## src/rtl/sa_matmul_sched.sv

```systemverilog
// Pass scheduler for an N x N systolic MAC array: clear, skewed feed, flush, row drain.
// Optional abort input is compiled in when SA_SCHED_ABORT_EN is defined.
module sa_matmul_sched #(
    parameter int N       = 4,
    parameter int K_W     = 8,
    parameter int MAC_LAT = 1,
    parameter int ROW_W   = 2
) (
    input  logic             clk,
    input  logic             rst_n,
    input  logic             start,
    input  logic [K_W-1:0]   k_len,
`ifdef SA_SCHED_ABORT_EN
    input  logic             abort,
`endif
    input  logic             out_ready,
    output logic             busy,
    output logic             done,
    output logic             acc_clr,
    output logic             rd_en,
    output logic [K_W-1:0]   rd_addr,
    output logic [N-1:0]     row_valid,
    output logic [N-1:0]     col_valid,
    output logic             out_valid,
    output logic [ROW_W-1:0] out_row
);

    localparam int TW = K_W + ROW_W + 1;

    typedef enum logic [2:0] {
        S_IDLE,
        S_CLEAR,
        S_FEED,
        S_FLUSH,
        S_DRAIN,
        S_DONE
    } state_t;

    state_t           state_q, state_d;
    logic [TW-1:0]    t_q, t_d;
    logic [K_W-1:0]   k_q, k_d;
    logic [ROW_W-1:0] row_q, row_d;

    logic [TW-1:0]    k_ext;
    logic [TW-1:0]    feed_last;
    logic [TW-1:0]    flush_last;

    // Feed length is k + 2N - 2, so the last feed tick is k + 2N - 3 (N >= 2 keeps this positive).
    assign k_ext      = TW'(k_q);
    assign feed_last  = k_ext + TW'(2 * N - 3);
    assign flush_last = TW'(MAC_LAT - 1);

    always_ff @(posedge clk or negedge rst_n) begin
        if (!rst_n) begin
            state_q <= S_IDLE;
            t_q     <= '0;
            k_q     <= '0;
            row_q   <= '0;
        end else begin
            state_q <= state_d;
            t_q     <= t_d;
            k_q     <= k_d;
            row_q   <= row_d;
        end
    end

    always_comb begin
        state_d = state_q;
        t_d     = t_q;
        k_d     = k_q;
        row_d   = row_q;
        case (state_q)
            S_IDLE: begin
                if (start) begin
                    k_d     = k_len;
                    t_d     = '0;
                    row_d   = '0;
                    state_d = S_CLEAR;
                end
            end
            S_CLEAR: begin
                t_d     = '0;
                state_d = (k_q != '0) ? S_FEED : S_FLUSH;
            end
            S_FEED: begin
                if (t_q == feed_last) begin
                    t_d     = '0;
                    state_d = S_FLUSH;
                end else begin
                    t_d = t_q + 1'b1;
                end
            end
            // The same counter times the flush so the array pipeline empties before draining.
            S_FLUSH: begin
                if (t_q == flush_last) begin
                    t_d     = '0;
                    row_d   = '0;
                    state_d = S_DRAIN;
                end else begin
                    t_d = t_q + 1'b1;
                end
            end
            S_DRAIN: begin
                if (out_ready) begin
                    if (row_q == ROW_W'(N - 1)) begin
                        row_d   = '0;
                        state_d = S_DONE;
                    end else begin
                        row_d = row_q + 1'b1;
                    end
                end
            end
            S_DONE: begin
                state_d = S_IDLE;
            end
            default: begin
                state_d = S_IDLE;
            end
        endcase
`ifdef SA_SCHED_ABORT_EN
        if (abort && (state_q != S_IDLE)) begin
            state_d = S_IDLE;
            t_d     = '0;
            k_d     = '0;
            row_d   = '0;
        end
`endif
    end

    // Outputs decode purely from registered state, so IDLE (and therefore reset) forces them all low.
    always_comb begin
        busy      = (state_q != S_IDLE);
        done      = (state_q == S_DONE);
        acc_clr   = (state_q == S_CLEAR);
        rd_en     = 1'b0;
        rd_addr   = '0;
        row_valid = '0;
        col_valid = '0;
        out_valid = 1'b0;
        out_row   = '0;
        if (state_q == S_FEED) begin
            rd_en = (t_q < k_ext);
            if (rd_en) begin
                rd_addr = t_q[K_W-1:0];
            end
            for (int i = 0; i < N; i++) begin
                row_valid[i] = (t_q >= TW'(i)) && (t_q < (TW'(i) + k_ext));
            end
            col_valid = row_valid;
        end
        if (state_q == S_DRAIN) begin
            out_valid = 1'b1;
            out_row   = row_q;
        end
    end

endmodule

```

## config.mk

```make
export PLATFORM = sky130hd
export DESIGN_NAME = sa_matmul_sched
export DESIGN_NICKNAME = d
export VERILOG_FILES = /design/src/rtl/sa_matmul_sched.sv
export SDC_FILE = /design/constraint.sdc
export NUM_CORES = 1
export LEC_CHECK = 0
export ABC_AREA = 1
export ABC_CLOCK_PERIOD_IN_PS = 2600
export CORE_MARGIN = 4
export CORE_UTILIZATION = 45
export CTS_CLUSTER_DIAMETER = 50
export DETAILED_ROUTE_END_ITERATION = 10
export PLACE_DENSITY = 0.71
export REMOVE_ABC_BUFFERS = 1
export SETUP_SLACK_MARGIN = 0.4
export SLEW_MARGIN = 20
export SYNTH_ARGS = -nofsm -noshare
export SYNTH_HDL_FRONTEND = slang
export SYNTH_SLANG_ARGS = --single-unit
```

## constraint.sdc

```tcl
create_clock -name clk -period 2.6 [get_ports clk]
set_input_delay 0.52 -clock clk [delete_from_list [all_inputs] [get_ports clk]]
set_output_delay 0.52 -clock clk [all_outputs]
set_load 0.05 [all_outputs]
```

==> metrics.cfg <==
[sta]
finalCritPeriodShare_pct=120
holdWs_ns=0.532
rsz0062_at_grt=true
clock_skew_ns=0.00728
fin_crit_ns=3.13
slew_headroom_pct=54.2
fin_ws_ns=-0.526
hold_viol_final=0
worst_pin_slew_ns=0.685
setup-violations-final=17
max_freq_mhz=320
slew_violations=0

[power_and_ir_drop]
p_int_mw=2.37
p_switching_mw=2.53
p_sw_share_pct=51.6
clkPwrFrac_pct=7.2
vdd_ir_drop_max_v=0.000754
power.total_mw=4.90
p_seq_share_pct=12.0
leakagePower_nw=2.18
p_comb_share_pct=80.7
power_density_mw_per_mm2=1130

[yosys]
synth-async-reset-ratio_pct=100
yosys.area.top_type=dfrtp_1
yosys_most_used_dff=dfrtp_1
avgSynthCellArea_um2=6.83
ys_warn_count=0
netlist_instances=417
ys_seq_area_share_pct=21.1
synth_top_area_share_pct=21.1
synth_area_mm2=0.00285
synth_area_leaders=dfrtp_1 21%, ha_1 19%, nand2_1 15%, nor2_1 5.8%, inv_1 5.0%
synth_edf_count=0
synthDistinctLibCells=34
ys_ff_latch=24

[detailed_routing]
totalWireLength_mm=9.57
via_count=3246
vias_per_cell=5.53
drtIter0Drc=269
firstDrtPassIters=5
ant_nets=0
routedWlPerCell_um=16.3
drc=0

[cells_and_area]
syn_to_final_growth_pct=52.4
final_layout_size_suffix_gt1_share_pct=37.3
fin_area_mm2=0.00434
postLayoutCoreUtil_pct=72.0
antenna-diode-count=0
num-nets-final=569
post_layout_nonfiller_instances=587

[critical_path]
cp_max_fo=4
slowest_stage=dfrtp_2
crit_path_cell_trace=ha_2, inv_2, nor2_4, buf_6, xor2_1, ha_1, a21oi_2, o21ai_2, nand4_1, nand4_1, nor3_2, buf_4, buf_12
crit_path_end_kind=output pin
reg2reg_from=k_q[1]$_DFFE_PN0P_
reg2reg_depth=14
cp_slowest_stage_delay_ns=0.43
critical_path_required_ns=2.08
arrival_ns=2.61
worst_setup_path_start_kind=flip-flop
path_buf_inv=4
crit_top_cell=nand4_1
worstReg2RegEnd=t_q[8]$_DFFE_PN0P_
critical_path_class=flip-flop to output pin
r2r_slack_ns=0.43
cpLargestDelayFamily=simple AND/OR/NAND/NOR gates

[flow_run]
maxCapViolations=0

[grt]
grt_max_degree=25
antenna_found_initial=0
grt_usage_pct=25.1
grt-ovfl-total=0
grt_pass1_vias=3276
grt_pass1_wl_mm=15.2

[min_path]
hold_class=flip-flop to flip-flop
hold_end=row_q[1]$_DFFE_PN0P_
min-delay-start=row_q[1]$_DFFE_PN0P_
holdPathStages=2

[die]
die_w_um=87.5
die-height_um=87.5
io_pins=35
dieArea_mm2=0.00766
coreArea_mm2=0.00603
rows=28
start_util_pct=47.2

[clocking]
cts-root-buf=clkbuf_8
clk_pin_slew_ns=0.11
clock-sinks=24
cts_tree=built
cts_buffers=3
worstSkewPairLatency_ns=0.28
clock_path_buffers=2
htreeDepth=1

[place]
place_inst=568
gp_congestion=0.982
placed_cell_area_mm2=0.00377
dpl.hpwl_mm=6.99
portBuffers=34

[status]
status=finished, violations left
violations=negative setup slack

-- synthesized netlist by cell type, types with 2 or more instances --
| cell type | number |
|---|---|
| buf_4 | 8 |
| xor2_1 | 16 |
| nand2_2 | 6 |
| o211ai_1 | 2 |
| o21ai_0 | 11 |
| o21ai_1 | 4 |
| dfrtp_1 | 24 |
| nand2_1 | 114 |
| nand2_4 | 2 |
| nor2_2 | 6 |
| nand4_1 | 8 |
| inv_1 | 38 |
| a21oi_1 | 22 |
| nand3_1 | 24 |
| inv_2 | 9 |
| nor3_1 | 12 |
| nor2_1 | 44 |
| ha_1 | 44 |
| buf_2 | 2 |
| nand3_2 | 2 |
| nor2_4 | 4 |
| nor4_1 | 3 |
-- how the worst max path moves through the flow --
stage | start | to | depth (start not counted)
floorplan | k_q[0]$_DFFE_PN0P_ | col_valid[3] | 11
global placement | k_q[1]$_DFFE_PN0P_ | row_valid[3] | 13
detailed placement | k_q[1]$_DFFE_PN0P_ | col_valid[3] | 13
CTS | k_q[1]$_DFFE_PN0P_ | col_valid[3] | 13
global route | k_q[2]$_DFFE_PN0P_ | col_valid[3] | 13
finish | k_q[1]$_DFFE_PN0P_ | row_valid[1] | 13
-- final cells by class --
| type | count | area (um^2) |
|---|---|---|
| Clock buffer | 3 | 41.3 |
| Clock inverter | 1 | 30.0 |
| Fill cell | 444 | 1690 |
| Inverter | 47 | 190 |
| Timing Repair Buffer | 101 | 1050 |
| Multi-Input combinational cell | 336 | 2330 |
| Tap cell | 75 | 93.8 |
| Sequential cell | 24 | 602 |
-- layer usage --
| layer | share of wire (%) | up-vias | GRT usage [%] |
|---|---|---|---|
| met2 | 47 | 175 | 41.6 |
| met1 | 40 | 1485 | 31.7 |
| li1 | - | 1546 | - |
| met4 | 3.9 | 0 | 11.0 |
| met3 | 8.5 | 40 | 4.52 |
| met5 | 0 | - | 0 |
-- logic make-up (layout without fill, tap and decap cells) --
logic type / Yosys count / in the layout / share of synthesized area [%]
xor gates and xnor gates: 17 / 17 / 5.23
DFF: 24 / 24 / 21.1
buffers and inverters: 58 / 152 / 8.79
AOI/OAI and AO/OA: 45 / 45 / 9.14
and+or+nand+nor: 229 / 230 / 36.4
adders and majority gates: 44 / 44 / 19.3
-- flip-flops by register name (all words and copies together) (netlist names) --
signal	count
t_q	11
k_q	8
state_q	3
row_q	2
-- worst reg2reg max path: stages (launching register included) --
cell and delay [ns]:
dfrtp_2 0.43, inv_4 0.08, buf_6 0.13, ha_4 0.26, inv_2 0.04, ha_4 0.26, nand2_2 0.05, nor2_1 0.11
nand3_1 0.10, nor2_2 0.13, nand3_2 0.10, nand2_4 0.15, nand2_4 0.10, nand2_2 0.08, nand2_1 0.04
-- timing repair --
item | 4_1_cts | 5_1_grt
endpoints found under the setup margin | 30 | 30
setup buffers | 7 | 6
pin swaps | 27 | 25
gates cloned | 1 | 1
hold buffers | 0 | 0
resized for setup | 65 | 49
hold endpoints to repair | 0 | 0
-- metrics by stage --
step           setup slack (ns)  TNS, ns
6_report                 -0.526    -4.75
3_5_place_dp             -0.438    -2.58
2_1_floorplan             -1.74   -10.43
5_1_grt                  -0.618    -6.65
4_1_cts                  -0.551    -4.98
3_3_place_gp             -0.322    -1.64
-- power by group through the flow --
stage	Sequential, mW	Clock [mW]	Combinational [mW]
finish	0.590	0.355	3.95
global route	0.603	0.367	4.28
CTS	0.586	0.357	3.53
detailed placement	0.584	0	3.16
global placement	0.580	0	3.10
floorplan	0.619	0	1.84
-- layout by cell type, fill, tap and decap left out, types with 15 or more instances in the layout --
cell / count
buf_4: 55
nor2_1: 30
dfrtp_1: 23
a21oi_1: 17
nand3_1: 21
inv_1: 32
nand2_2: 24
nand2_1: 94
ha_1: 35
xor2_1: 15
buf_12: 17
Note: power is estimated with default switching activity, not from simulation.
==> RTL edit (same settings) <==
Add a define of `SA_SCHED_ABORT_EN`.
--- a/src/rtl/sa_matmul_sched.sv
+++ b/src/rtl/sa_matmul_sched.sv
@@ -1,5 +1,7 @@
 // Pass scheduler for an N x N systolic MAC array: clear, skewed feed, flush, row drain.
 // Optional abort input is compiled in when SA_SCHED_ABORT_EN is defined.
+`define SA_SCHED_ABORT_EN
+
 module sa_matmul_sched #(
     parameter int N       = 4,
     parameter int K_W     = 8,
Interface: changed (added abort); port bits go from 35 to 36. No check against the original RTL was run, so the function may have changed too.
==> RTL edit against the original RTL <==
The run still ends with setup timing left; fmax grew 2.6%; synthesized cell count grew 4.3%; final area grew 4.4%; clock power shrank 2%; critical path depth is the same; power shrank 27%; synthesized area grew 5.8%; wire length grew 7.8%; die area grew 5.3%; setup slack gained 0.079 ns; sequential cell count is the same; global-route usage shrank 2.0 points.
==> RTL edit: results (changes against the original RTL) <==
| Metric | Value |
|---|---|
| Status | `finished, violations left` |
| Maximum vdd drop | `0.000823 V (+9.2%)` |
| Post-synth top cells | `nand2_1 (106), nor2_1 (46), ha_1 (44), nand3_1 (35), inv_1 (29)` |
| Overall routing resource usage | `23.1% (-2.0 points)` |
| Post-Syn Area | `3010 um^2 (+5.8%)` |
| Via count | `3,406 (+4.9%)` |
| Failing checks | `setup timing` |
| DP Area | `3850 um^2 (+2.2%)` |
| Met3 Track Usage GR | `4.42% (-0.091 points)` |
| # port buffers | `35 (+2.9%)` |
| Final worst slack | `-0.447 ns (+0.0790 ns)` |
| FILL cells | `482 (+8.6%)` |
| Drt wl/cell | `17.3 um (+5.9%)` |
| Register area share after synthesis | `19.9% (-1.2 points)` |
| CP peak stage delay | `0.41 ns (-0.02 ns)` |
| Placer Congestion | `0.905 (-7.8%)` |
| Static leakage | `2.12 nW (-2.5%)` |
| Vias in the first global route | `3,195 (-2.5%)` |
| Arr. time, crit path | `2.53 ns (-0.08 ns)` |
| Clk_skew | `0.00664 ns (-0.000639 ns)` |
| Total setup buffers inserted after CTS | `5 (-2)` |
| Relative slew slack | `66.7% (+12 points)` |
| Ranking of synthesized cells by area | `dfrtp_1 (20%), ha_1 (18%), nand2_1 (13%)` |
| Setup-failing EPs final | `17 (unchanged)` |
| Routed wl met3 | `816 um (-0.12%)` |
[RTL edit: changes by cell type after synthesis, moves of 4 or more]
cell / change
o21ai_0: +6
inv_2: +6
nand3_1: +11
nand4_1: -5
nand2_1: -8
buf_6: +4
a21oi_1: -7
nor3_1: +4
inv_1: -9
[RTL edit: layout make-up]
cell class | count | area (um^2) | share of cell area (%)
multi-input combinational | 353 | 2560 | 56.6
timing repair buffer | 94 | 1010 | 22.2
sequential | 24 | 603 | 13.3
inverter | 46 | 189 | 4.17
tap | 77 | 96.3 | 2.13
clock buffer | 3 | 41.3 | 0.912
clock inverter | 1 | 30.0 | 0.663
[RTL edit: cells by family after synthesis]
| logic type | after synthesis | synth area share (%) |
|---|---|---|
| compound gates | 52 | 10.3 |
| xor+xnor | 20 | 5.81 |
| fa+ha+maj | 44 | 18.3 |
| buf+inv | 60 | 9.59 |
| flops | 24 | 19.9 |
| simple gates | 235 | 36.0 |
